--- config.mk ---
export PLATFORM = sky130hd
export DESIGN_NAME = pipe_ctrl
export DESIGN_NICKNAME = d
export VERILOG_FILES = /design/src/rtl/pipe_ctrl_pkg.sv /design/src/rtl/pipe_ctrl_sat.sv /design/src/rtl/pipe_ctrl.sv
export SDC_FILE = /design/constraint.sdc
export NUM_CORES = 1
export LEC_CHECK = 0
export CORE_MARGIN = 8
export CORE_UTILIZATION = 30
export DETAILED_ROUTE_END_ITERATION = 6
export PLACE_DENSITY_LB_ADDON = 0.3
export SYNTH_ARGS = -nofsm -noshare
export SYNTH_HDL_FRONTEND = slang
export SYNTH_HIERARCHICAL = 1
export SYNTH_SLANG_ARGS = --single-unit
--- constraint.sdc ---
create_clock -name clk -period 3 [get_ports clk]
set_input_delay 0.3 -clock clk [delete_from_list [all_inputs] [get_ports clk]]
set_output_delay 0.3 -clock clk [all_outputs]
set_load 0.02 [all_outputs]
--- src/rtl/pipe_ctrl_pkg.sv ---
// Shared types and encodings for the pipeline stall/flush/halt controller.
package pipe_ctrl_pkg;

  typedef enum logic [1:0] {
    CTRL_RUN    = 2'd0,
    CTRL_DRAIN  = 2'd1,
    CTRL_HALTED = 2'd2
  } ctrl_state_e;

  localparam int STALL_W  = 5;
  localparam int FLUSH_W  = 2;
  localparam int STALL_PC = 0;

  // Stall bus: [0]PC [1]IF/ID [2]ID/EX [3]EX/MEM [4]MEM/WB
  localparam logic [STALL_W-1:0] STALL_NONE    = 5'b00000;
  localparam logic [STALL_W-1:0] STALL_FETCH   = 5'b00001;
  localparam logic [STALL_W-1:0] STALL_LOADUSE = 5'b00011;
  localparam logic [STALL_W-1:0] STALL_EXBUSY  = 5'b00111;
  localparam logic [STALL_W-1:0] STALL_ALL     = 5'b11111;

  // Flush bus: [0]IF/ID [1]ID/EX
  localparam logic [FLUSH_W-1:0] FLUSH_NONE = 2'b00;
  localparam logic [FLUSH_W-1:0] FLUSH_IFID = 2'b01;
  localparam logic [FLUSH_W-1:0] FLUSH_IDEX = 2'b10;
  localparam logic [FLUSH_W-1:0] FLUSH_BOTH = 2'b11;

endpackage

--- src/rtl/pipe_ctrl_sat.sv ---
// Saturating up-counter with asynchronous active-low clear; holds at all-ones.
module pipe_ctrl_sat #(
  parameter int WIDTH = 32
) (
  input  logic             clk_i,
  input  logic             clr_n_i,
  input  logic             en_i,
  output logic [WIDTH-1:0] cnt_o
);

  logic [WIDTH-1:0] cnt_q, cnt_d;

  always_comb begin
    cnt_d = cnt_q;
    if (en_i && (cnt_q != {WIDTH{1'b1}})) cnt_d = cnt_q + 1'b1;
  end

  always_ff @(posedge clk_i or negedge clr_n_i) begin
    if (!clr_n_i) cnt_q <= '0;
    else          cnt_q <= cnt_d;
  end

  assign cnt_o = cnt_q;

endmodule

--- src/rtl/pipe_ctrl.sv ---
// Stall/flush/redirect controller for the 5-stage pipeline with drain-and-halt
// handshake and a saturating stall-cycle counter.
module pipe_ctrl
  import pipe_ctrl_pkg::*;
#(
  parameter int DRAIN_CYCLES = 4,
  parameter int CNT_W        = 32
) (
  input  logic               clk,
  input  logic               rst,
  input  logic               stallreq_id_i,
  input  logic               stallreq_ex_i,
  input  logic               jump_req_i,
  input  logic [31:0]        jump_addr_i,
  input  logic               halt_req_i,
  output logic               halt_ack_o,
  output logic [STALL_W-1:0] stall_o,
  output logic [FLUSH_W-1:0] flush_o,
  output logic               jump_o,
  output logic [31:0]        jump_addr_o,
  output logic [CNT_W-1:0]   stall_cnt_o
);

  localparam int DC_W = $clog2(DRAIN_CYCLES) + 1;
  localparam logic [DC_W-1:0] DC_LAST = DC_W'(DRAIN_CYCLES - 1);

  ctrl_state_e     state_q, state_d;
  logic [DC_W-1:0] dc_q, dc_d;
  logic            ack_q;

  always_ff @(posedge clk or negedge rst) begin
    if (!rst) begin
      state_q <= CTRL_RUN;
      dc_q    <= '0;
      ack_q   <= 1'b0;
    end else begin
      state_q <= state_d;
      dc_q    <= dc_d;
      ack_q   <= (state_d == CTRL_HALTED);
    end
  end

  // The drain counter only advances on cycles where EX actually moves forward.
  always_comb begin
    state_d = state_q;
    dc_d    = dc_q;
    unique case (state_q)
      CTRL_RUN: begin
        if (halt_req_i) begin
          state_d = CTRL_DRAIN;
          dc_d    = '0;
        end
      end
      CTRL_DRAIN: begin
        if (!halt_req_i) begin
          state_d = CTRL_RUN;
          dc_d    = '0;
        end else if (!stallreq_ex_i) begin
          if (dc_q == DC_LAST) begin
            state_d = CTRL_HALTED;
            dc_d    = '0;
          end else begin
            dc_d = dc_q + 1'b1;
          end
        end
      end
      CTRL_HALTED: begin
        if (!halt_req_i) state_d = CTRL_RUN;
      end
      default: begin
        state_d = CTRL_RUN;
        dc_d    = '0;
      end
    endcase
  end

  // Outputs are forced quiet while reset is held, whatever the inputs do.
  always_comb begin
    stall_o     = STALL_NONE;
    flush_o     = FLUSH_NONE;
    jump_o      = 1'b0;
    jump_addr_o = '0;
    if (rst) begin
      unique case (state_q)
        CTRL_RUN, CTRL_DRAIN: begin
          if (stallreq_ex_i) begin
            stall_o = STALL_EXBUSY;
            flush_o = FLUSH_IDEX;
          end else if (jump_req_i) begin
            jump_o      = 1'b1;
            jump_addr_o = jump_addr_i;
            flush_o     = FLUSH_BOTH;
          end else if (stallreq_id_i) begin
            stall_o = STALL_LOADUSE;
            flush_o = FLUSH_IDEX;
          end else if (state_q == CTRL_DRAIN) begin
            stall_o = STALL_FETCH;
            flush_o = FLUSH_IFID;
          end
        end
        CTRL_HALTED: stall_o = STALL_ALL;
        default: ;
      endcase
    end
  end

  assign halt_ack_o = ack_q;

  pipe_ctrl_sat #(
    .WIDTH(CNT_W)
  ) u_stall_cnt (
    .clk_i  (clk),
    .clr_n_i(rst),
    .en_i   ((state_q == CTRL_RUN) && stall_o[STALL_PC]),
    .cnt_o  (stall_cnt_o)
  );

endmodule

==> summary.md <==
| Metric | Value |
|---|---|
| Status | finished clean |
| Layout overhead on the synthesized area | 59.0% |
| # Max-Cap Violations | 0 |
| Synth Net Count | 275 |
| Hold Slack | 73.2 ps |
| Clk slew on worst S/H paths | 70 ps |
| NetSw | 0.376 mW |
| Register bit total from synthesis | 38 |
| Cts repair resizes | 0 |
| Share of cells above drive strength 1 | 0.0852 |
| DRC | 0 |
| Crit path depth | 5 |
| Slew margin rel. | 0.604 |
| Fin crit period | 2480 ps |
| CTS sink cnt | 38 |
| Setup slack at placement | 476 ps |
| DP HPWL | 5.91 mm |
| Clock root buffer | clkbuf_8 |
| Die footprint | 0.0106 sq mm |
| Cells after synthesis | 235 |
| Combinational group share of total power | 0.221 |
| Via count | 2132 |
| Ys flop type | dfrtp_1 |
| Number of global-route vias before repair | 2111 |
| CP Class | in -> out |
| Synth cell types | 43 |
| Worst EP required | 2700 ps |
| RSZ-0062 raised after global routing | false |
| Largest net degree at the start of global routing | 34 |
| Core outline area | 0.00729 sq mm |
| Worst r2r path cells | 6 |
| Final Util | 0.497 |
| Cell internal pwr | 1.07 mW |
| Fin Clk Skew | 7.80 ps |
| R2r setup slk | 850 ps |
| Sequential Power Share | 0.415 |
| Most frequent CP cell | clkdlybuf4s50_1 |
| Seq/Total Area, Yosys | 0.417 |
| Gr usage total | 0.134 |
| Crit path max fanout | 33 |
| Pwr/cell area | 398 mW/mm^2 |
| Reg-to-Reg Start | u_stall_cnt/cnt_o[4] |
| Slew Viols, Final | 0 |
| Final hold vios | 0 |
| Die height | 103 microns |
| Setup-failing EPs final | 0 |
| Gpl congestion | 0.819 |
| Final period util | 0.826 |
| Clock network power share | 0.364 |
| Total CTS buffers | 5 |
| Syn_area_per_cell | 9.71 sq um |
| Post-synth EDFFs | 0 |
| Fin cells | 451 |
| Crit-path cells | clkdlybuf4s50_1, nor3_4, buf_4, and2_1, clkdlybuf4s50_1 |
| Post-Synthesis Cell Area | 0.00228 sq mm |
| Via density | 4.73 |
| Worst setup EP type | primary output |
| Die Wd | 103 microns |
| Pre-Repair DR Iteration Count | 4 |
| Worst-Skew Late Latency | 290 ps |
| Num rows | 31 |
| Tightest Hold Check Type | in -> async |
| Worst flop-to-flop path endpoint | u_stall_cnt/cnt_o[25] |
| H-tree levels | 2 |
| Buffers and inverters on the worst path | 3 |
| Ports | 111 |
| Antenna diodes | 0 |
| First-pass GRT wire length | 11.1 mm |
| Initial drt markers | 54 |
| Crit path max-delay family | buffers and inverters |
| Share of flip-flops with an asynchronous set or reset | 1.00 |
| PortBufs | 110 |
| Delay of the slowest cell on the worst path | 630 ps |
| Worst setup SP type | primary input |
| Wire length per cell | 15.8 microns |
| GRT overflow | 0 |
| Slew @ Worst Pin | 589 ps |
| Initial antenna violation count | 0 |
| Initial Utilization | 0.313 |
| Post-route worst setup slack | 521 ps |
| Total detailed-routing wirelength | 7.14 mm |
| Final #Nets | 391 |
| Setup TNS | 0 ps |
| Slowest cell on crit path | clkdlybuf4s50_1 |
| CP Data Arrival Time | 2180 ps |
| Post-CTS setup buffers | 0 |
| Leak pwr | 1.45 nW |
| Placed Cells | 443 |
| Routed Antenna Nets | 0 |
| Switching Fraction | 0.260 |
| CTS tree | built |
| Ys Warns | 6 |
| Peak VDD IR | 0.000422 V |
| Largest buffer count on any clock path | 2 |
| Achievable frequency | 0.403 GHz |
| CTS hold repair buffers | 0 |
## placed cells by master (no fill, tap or decap), drive strengths merged, types with 3 or more instances in the layout
cell type | netlist | layout
dfrtp | 38 | 38
xor2 | 5 | 5
and2 | 35 | 35
nand3 | 16 | 16
clkdlybuf4s50 | 0 | 109
nand2b | 4 | 4
o21a | 3 | 3
and4 | 4 | 4
buf | 7 | 8
a21oi | 6 | 6
nand2 | 21 | 21
nor2 | 13 | 13
nor4 | 5 | 5
xnor2 | 24 | 24
a31oi | 3 | 3
nor3 | 8 | 8
inv | 5 | 5
clkbuf | 1 | 6
nand4 | 16 | 16
## metal layers
metal	vias to the layer above	track usage	share of wire
li1	1051	-	-
met1	989	0.160	0.45
met4	0	0.0389	0.0098
met5	-	0	0
met3	8	0.0422	0.088
met2	84	0.226	0.46
## worst max path at each step
stage	startpoint	endpoint	slack, ps
final	stallreq_ex_i	jump_addr_o[7]	520
after detailed placement	stallreq_ex_i	jump_addr_o[9]	480
after CTS	stallreq_ex_i	jump_addr_o[9]	480
after global routing	stallreq_ex_i	jump_addr_o[9]	370
after floorplan	state_q[1]	u_stall_cnt/cnt_o[29]	820
after global placement	stallreq_ex_i	jump_addr_o[9]	510
## cells in the mapped netlist (2+ instances only)
master	count	share of area
a21oi_1	6	0.013
a31oi_1	3	0.0082
and2_1	35	0.096
and3_1	2	0.0055
and4_1	4	0.015
buf_4	2	0.0066
buf_6	4	0.020
dfrtp_1	38	0.42
ha_1	2	0.011
inv_1	5	0.0082
nand2_1	20	0.033
nand2b_1	3	0.0082
nand3_1	15	0.033
nand3b_1	2	0.0066
nand4_1	15	0.041
nor2_1	13	0.021
nor3_1	5	0.011
nor3_2	2	0.0088
nor4_1	3	0.0082
o211ai_1	2	0.0066
o21a_1	3	0.0099
o22ai_1	2	0.0055
or4_4	2	0.0099
xnor2_1	24	0.092
xor2_1	5	0.019
## sequential cells by signal (all words and copies together) (netlist names)
signal / flops
dc_q: 3
halt_ack_o: 1
state_q: 2
u_stall_cnt/cnt_o: 32
## cells by family after synthesis
kind of cell	after synthesis	share of synthesized area
AND/OR/NAND/NOR	130	0.347
XOR/XNOR	29	0.111
buffers and inverters	13	0.0384
flip-flops	38	0.417
multiplexers	3	0.0143
AO/OA/AOI/OAI	20	0.0614
adder cells (fa/ha/maj)	2	0.0110
## cell type report
| type | instances | area (sq um) |
|---|---|---|
| clock inverter | 2 | 60.1 |
| clock buffer | 6 | 82.6 |
| sequential | 38 | 951 |
| timing repair buffer | 117 | 1150 |
| tap | 99 | 124 |
| fill | 695 | 3660 |
| multi-input combinational | 184 | 1240 |
| inverter | 5 | 18.8 |
## metrics by stage
step	cell area, sq um	power [mW]
finish	3630	1.44
global route	3630	1.51
CTS	3630	1.46
detailed placement	3480	0.931
global placement	3480	0.927
floorplan	2280	0.745
## power groups by stage
stage	clock network [mW]	registers, mW	logic (mW)
2_1_floorplan	0	0.634	0.111
3_3_place_gp	0	0.609	0.318
3_5_place_dp	0	0.607	0.324
4_1_cts	0.539	0.598	0.325
5_1_grt	0.564	0.604	0.345
6_report	0.526	0.599	0.319
Note: power is estimated with default switching activity, not from simulation.
